<file path="src/rtl/mem_arbiter.sv">
// Round-robin arbiter that puts the instruction-fetch port (A) and the data port (B)
// onto the single memory-unit bus, running its start/busy handshake with a timeout.
module mem_arbiter #(
    parameter int TIMEOUT = 4096,
    parameter int CNT_W   = 16
) (
    input  logic        clk,
    input  logic        reset,
    input  logic        init_done,
    input  logic        a_req,
    input  logic [26:0] a_addr,
    output logic        a_ack,
    output logic [31:0] a_q,
    input  logic        b_req,
    input  logic [26:0] b_addr,
    input  logic [31:0] b_data,
    input  logic        b_we,
    output logic        b_ack,
    output logic [31:0] b_q,
    output logic [26:0] bus_addr,
    output logic [31:0] bus_data,
    output logic        bus_we,
    output logic        bus_start,
    input  logic        bus_busy,
    input  logic [31:0] bus_q,
    output logic        timeout_err,
    output logic [1:0]  fsm_state
);

    typedef enum logic [1:0] {
        S_IDLE  = 2'd0,
        S_ISSUE = 2'd1,
        S_WAIT  = 2'd2,
        S_DONE  = 2'd3
    } state_t;

    localparam logic [CNT_W-1:0] CNT_LAST = CNT_W'(TIMEOUT - 1);

    state_t           state;
    logic             grant_b;
    logic             last_grant_b;
    logic [CNT_W-1:0] cnt;

    logic             pick_b;
    logic             timed_out;
    logic             finish;
    logic [31:0]      fin_q;

    // Handshake (both ports): req rises with addr/data/we valid and stays high
    // until the one-cycle ack; fields are captured at grant, so later changes
    // are ignored. A req still high in the IDLE after DONE is a new request.
    always_comb begin
        pick_b    = b_req && (!a_req || !last_grant_b);
        timed_out = (state == S_ISSUE || state == S_WAIT) && (cnt == CNT_LAST);
        finish    = timed_out || (state == S_WAIT && !bus_busy);
        fin_q     = timed_out ? 32'd0 : bus_q;
    end

    assign fsm_state = state;

    always_ff @(posedge clk or negedge reset) begin
        if (!reset) begin
            state        <= S_IDLE;
            grant_b      <= 1'b0;
            last_grant_b <= 1'b1;
            cnt          <= '0;
            a_ack        <= 1'b0;
            a_q          <= 32'd0;
            b_ack        <= 1'b0;
            b_q          <= 32'd0;
            bus_addr     <= 27'd0;
            bus_data     <= 32'd0;
            bus_we       <= 1'b0;
            bus_start    <= 1'b0;
            timeout_err  <= 1'b0;
        end else begin
            a_ack       <= 1'b0;
            b_ack       <= 1'b0;
            timeout_err <= 1'b0;
            case (state)
                S_IDLE: begin
                    if (init_done && (a_req || b_req)) begin
                        grant_b   <= pick_b;
                        bus_addr  <= pick_b ? b_addr : a_addr;
                        bus_data  <= pick_b ? b_data : 32'd0;
                        bus_we    <= pick_b && b_we;
                        bus_start <= 1'b1;
                        cnt       <= '0;
                        state     <= S_ISSUE;
                    end
                end
                S_ISSUE, S_WAIT: begin
                    cnt <= cnt + 1'b1;
                    if (finish) begin
                        // Bus is parked at zero outside a transaction: the memory
                        // unit decodes I/O writes from the address combinationally.
                        bus_start   <= 1'b0;
                        bus_addr    <= 27'd0;
                        bus_data    <= 32'd0;
                        bus_we      <= 1'b0;
                        timeout_err <= timed_out;
                        if (grant_b) begin
                            b_ack <= 1'b1;
                            b_q   <= fin_q;
                        end else begin
                            a_ack <= 1'b1;
                            a_q   <= fin_q;
                        end
                        state <= S_DONE;
                    end else if (state == S_ISSUE && bus_busy) begin
                        state <= S_WAIT;
                    end
                end
                S_DONE: begin
                    last_grant_b <= grant_b;
                    state        <= S_IDLE;
                end
                default: state <= S_IDLE;
            endcase
        end
    end

endmodule

</file>
<file path="config.mk">
export PLATFORM = sky130hd
export DESIGN_NAME = mem_arbiter
export DESIGN_NICKNAME = d
export VERILOG_FILES = /design/src/rtl/mem_arbiter.sv
export SDC_FILE = /design/constraint.sdc
export NUM_CORES = 1
export LEC_CHECK = 0
export BUFFER_PORTS_ARGS = -buffer_cell sky130_fd_sc_hd__buf_4
export CELL_PAD_IN_SITES_DETAIL_PLACEMENT = 1
export CELL_PAD_IN_SITES_GLOBAL_PLACEMENT = 1
export CORE_MARGIN = 2
export CORE_UTILIZATION = 36
export DETAILED_ROUTE_END_ITERATION = 10
export GPL_TIMING_DRIVEN = 0
export PLACE_DENSITY = 0.82
export SLEW_MARGIN = 20
export SYNTH_ARGS = -nofsm -noshare
export SYNTH_HDL_FRONTEND = slang
export SYNTH_SLANG_ARGS = --single-unit
export TNS_END_PERCENT = 50
</file>
<file path="constraint.sdc">
create_clock -name clk -period 2.3 [get_ports clk]
set_input_delay 0 -clock clk [delete_from_list [all_inputs] [get_ports clk]]
set_output_delay 0 -clock clk [all_outputs]
set_load 0.02 [all_outputs]
</file>
==> flow_summary.yaml <==
status:
  run_status: "finished clean"
clock_tree:
  ctsRootBufferMaster: "clkbuf_16"
  insertion_delay_ps: 430
  cts_made_buffers: 17
  cts.sinks: 148
  path_clk_slew_ps: 60
  cts_buffer_depth: 2
  cts_max_level: 4
  cts_tree: "done"
flow_run:
  maxCapViolCount: 0
power:
  power_frac_clock_pct: 23.9
  p_switching_w: 0.00493
  ir_worst_vdd_mv: 0.557
  comb_power_share_pct: 44.6
  p_per_area_nw_per_um2: 1160
  leakagePower_nw: 5.14
  power.internal_w: 0.00738
  power_frac_seq_pct: 31.5
  sw_frac_of_total_pct: 40.1
place:
  placedCellCount: 1104
  dpl_worst_slack_ps: -369
  placed_area_sq_um: 8930
  dp_hpwl_mm: 17.0
  gp_congestion: 0.781
  port-buffer-count: 254
worst_hold_path:
  min_to: "a_q[11]"
  hold_path.class: "input pin to flip-flop"
  hold_depth: 4
  hold_start: "bus_q[11]"
logic_synthesis:
  yosys_register_bits: 148
  synth-seq-area-share_pct: 55.3
  syn_area_sq_um: 6700
  ys_types: 45
  synthFlopType: "dfrtp_1"
  synth_area_per_cell_sq_um: 10.8
  mappedNetlistNets: 750
  synthCells: 620
  synth_edf_count: 0
  async_flop_share_pct: 100
  yosys_warnings: 0
worst_setup_path:
  r2r_start: "cnt[12]"
  cp-end-kind: "flip-flop"
  crit_type: "flip-flop to flip-flop"
  worstPathMaxFanout: 10
  arrival_ps: 2500
  start_kind: "flip-flop"
  r2r_setup_slack_ps: 100
  rr_worst_depth: 5
  critical_path_required_ps: 2610
  rr_endpoint: "bus_data[30]"
floorplanning:
  io_pins: 255
  start_util_pct: 37.1
  fp.coreArea_sq_um: 18100
  die_width_um: 140
  dieHeight_um: 140
  rows: 49
  die_area_sq_um: 19700
sta:
  setup_ws_ps: 104
  slew_headroom_pct: 60.1
  fmaxAchievable_mhz: 455
  worst_slew_pin_slew_ps: 599
  slew_violations: 0
  post-route-period-util_pct: 95.5
  hold_violations: 0
  setup_viol: 0
  period_needed_ps: 2200
  clock_skew_ps: 12.3
routing:
  ant_nets: 0
  drt-wirelength-per-cell_um: 22.0
  wl_mm: 27.1
  drt-pass1-iter-count: 4
  drt-vias-per-instance: 5.48
  vias: 6740
  drc_errors: 0
  drt_iter0_markers: 292
final_layout:
  nFillCells: 1918
  final_cell_area_sq_um: 10600
  final_cell_mix: "262 x buf_4, 146 x dfrtp_1, 93 x dlygate4sd3_1"
  layout.cells.non_filler: 1230
  layout-drive-gt1-share_pct: 33.9
  area_delta_synth_final_pct: 58.3
  final_nets: 1119
  final_common_cell: "buf_4"
grt:
  grt_antenna_before_repair: 1
  grt_pass1_vias: 7297
  grt_pass1_wl_mm: 41.8
  grt_max_degree: 95
  grtUsageTotal_pct: 27.6
  overflow: 0
-- repair_timing --
item                                   in CTS  in global routing
hold buffers                               93                  0
setup endpoints to repair                 135                131
buffers inserted                            0                  5
endpoints found under the hold margin     211                  0
pin swaps                                   0                  2
resized for setup                          21                 40
-- metal layers --
| metal | global-route usage [%] | vias to the layer above | part of all wire, % |
|---|---|---|---|
| met5 | 0 | - | 0 |
| met4 | 11.2 | 0 | 3.3 |
| li1 | - | 3026 | - |
| met3 | 6.50 | 53 | 6.5 |
| met2 | 48.0 | 287 | 50 |
| met1 | 32.9 | 3374 | 40 |
-- sequential cells by signal (all words and copies together), names as in the netlist --
name / count
b_q: 32
b_ack: 1
timeout_err: 1
fsm_state: 2
bus_addr: 27
a_ack: 1
bus_start: 1
bus_data: 32
last_grant_b: 1
cnt: 16
grant_b: 1
a_q: 32
bus_we: 1
-- synth_stat cells (2+ instances only) --
| cell type | instances | share of area [%] |
|---|---|---|
| a22o_1 | 33 | 4.3 |
| or3_1 | 8 | 0.75 |
| o2111ai_1 | 4 | 0.52 |
| dfrtp_1 | 147 | 55 |
| nand3_1 | 7 | 0.52 |
| nand4_1 | 4 | 0.37 |
| nand2b_1 | 3 | 0.28 |
| and2_1 | 34 | 3.2 |
| and3_1 | 2 | 0.19 |
| buf_2 | 9 | 0.67 |
| nand2_1 | 71 | 4.0 |
| buf_6 | 4 | 0.67 |
| inv_1 | 4 | 0.22 |
| mux2i_1 | 28 | 4.2 |
| nor2_1 | 11 | 0.62 |
| and4_1 | 2 | 0.26 |
| clkbuf_1 | 38 | 2.1 |
| ha_1 | 5 | 0.93 |
| nor2b_1 | 3 | 0.28 |
| o21a_1 | 2 | 0.22 |
| o21ai_0 | 77 | 5.8 |
| a21oi_1 | 8 | 0.60 |
| a22oi_1 | 64 | 7.2 |
| xor2_1 | 4 | 0.52 |
| a32o_1 | 2 | 0.30 |
| o2bb2ai_1 | 27 | 3.5 |
-- power groups by stage --
| stage | combinational, W | sequential (W) | clock, W |
|---|---|---|---|
| 3_5_place_dp | 0.00513 | 0.00381 | 0 |
| 5_1_grt | 0.00591 | 0.00395 | 0.00308 |
| 4_1_cts | 0.00536 | 0.00381 | 0.00299 |
| 6_report | 0.00549 | 0.00387 | 0.00294 |
| 2_1_floorplan | 0.00231 | 0.00442 | 0 |
| 3_3_place_gp | 0.00492 | 0.00379 | 0 |
-- cell families (layout without fill, tap and decap cells) --
| family | count (synthesis) | count (layout) | synth area share, % |
|---|---|---|---|
| xor+xnor | 5 | 5 | 0.653 |
| other cells | 0 | 1 | 0 |
| buf+inv | 56 | 436 | 3.75 |
| flops | 148 | 148 | 55.3 |
| mux | 29 | 29 | 4.35 |
| simple gates | 151 | 151 | 11.1 |
| compound gates | 226 | 226 | 23.9 |
| fa+ha+maj | 5 | 5 | 0.934 |
-- layout make-up --
cell class	count	area, sq um	share of cell area, %
Multi-Input combinational cell	416	2800	26.4
Sequential cell	148	3710	34.9
Tap cell	229	287	2.70
Timing Repair Buffer	353	2910	27.4
Clock inverter	13	186	1.76
Antenna cell	1	2.50	0.0236
Clock buffer	17	425	4.01
Buffer	49	277	2.61
Inverter	4	15.0	0.142
-- metrics by stage --
step	total power, W	utilization [%]	setup TNS, ps	hold slack, ps
6_report	0.0123	58.7	0	20.5
5_1_grt	0.0129	58.7	-244	45.4
4_1_cts	0.0122	58.2	-3.22	2.10
3_5_place_dp	0.00893	49.4	-25150	-44.6
3_3_place_gp	0.00871	49.2	-24030	216
2_1_floorplan	0.00673	-	0	-296
-- worst max path at each step --
| stage | from | endpoint | slack (ps) | cells past startpoint |
|---|---|---|---|---|
| 6_report | cnt[12] | bus_data[30] | 100 | 5 |
| 5_1_grt | fsm_state[1] | bus_data[17] | -20 | 8 |
| 4_1_cts | fsm_state[1] | bus_data[12] | -3 | 9 |
| 3_5_place_dp | fsm_state[0] | bus_addr[22] | -370 | 7 |
| 3_3_place_gp | fsm_state[0] | bus_addr[23] | -350 | 7 |
| 2_1_floorplan | fsm_state[1] | bus_data[10] | 180 | 9 |
-- worst max-delay path, cell delays in order, from the launching register on --
cell     delay (ps)
dfrtp_1         420
or4_4           560
o41ai_4         400
o22ai_4         220
buf_6           200
a22o_1          260
Power figures use the tool's default switching activity.
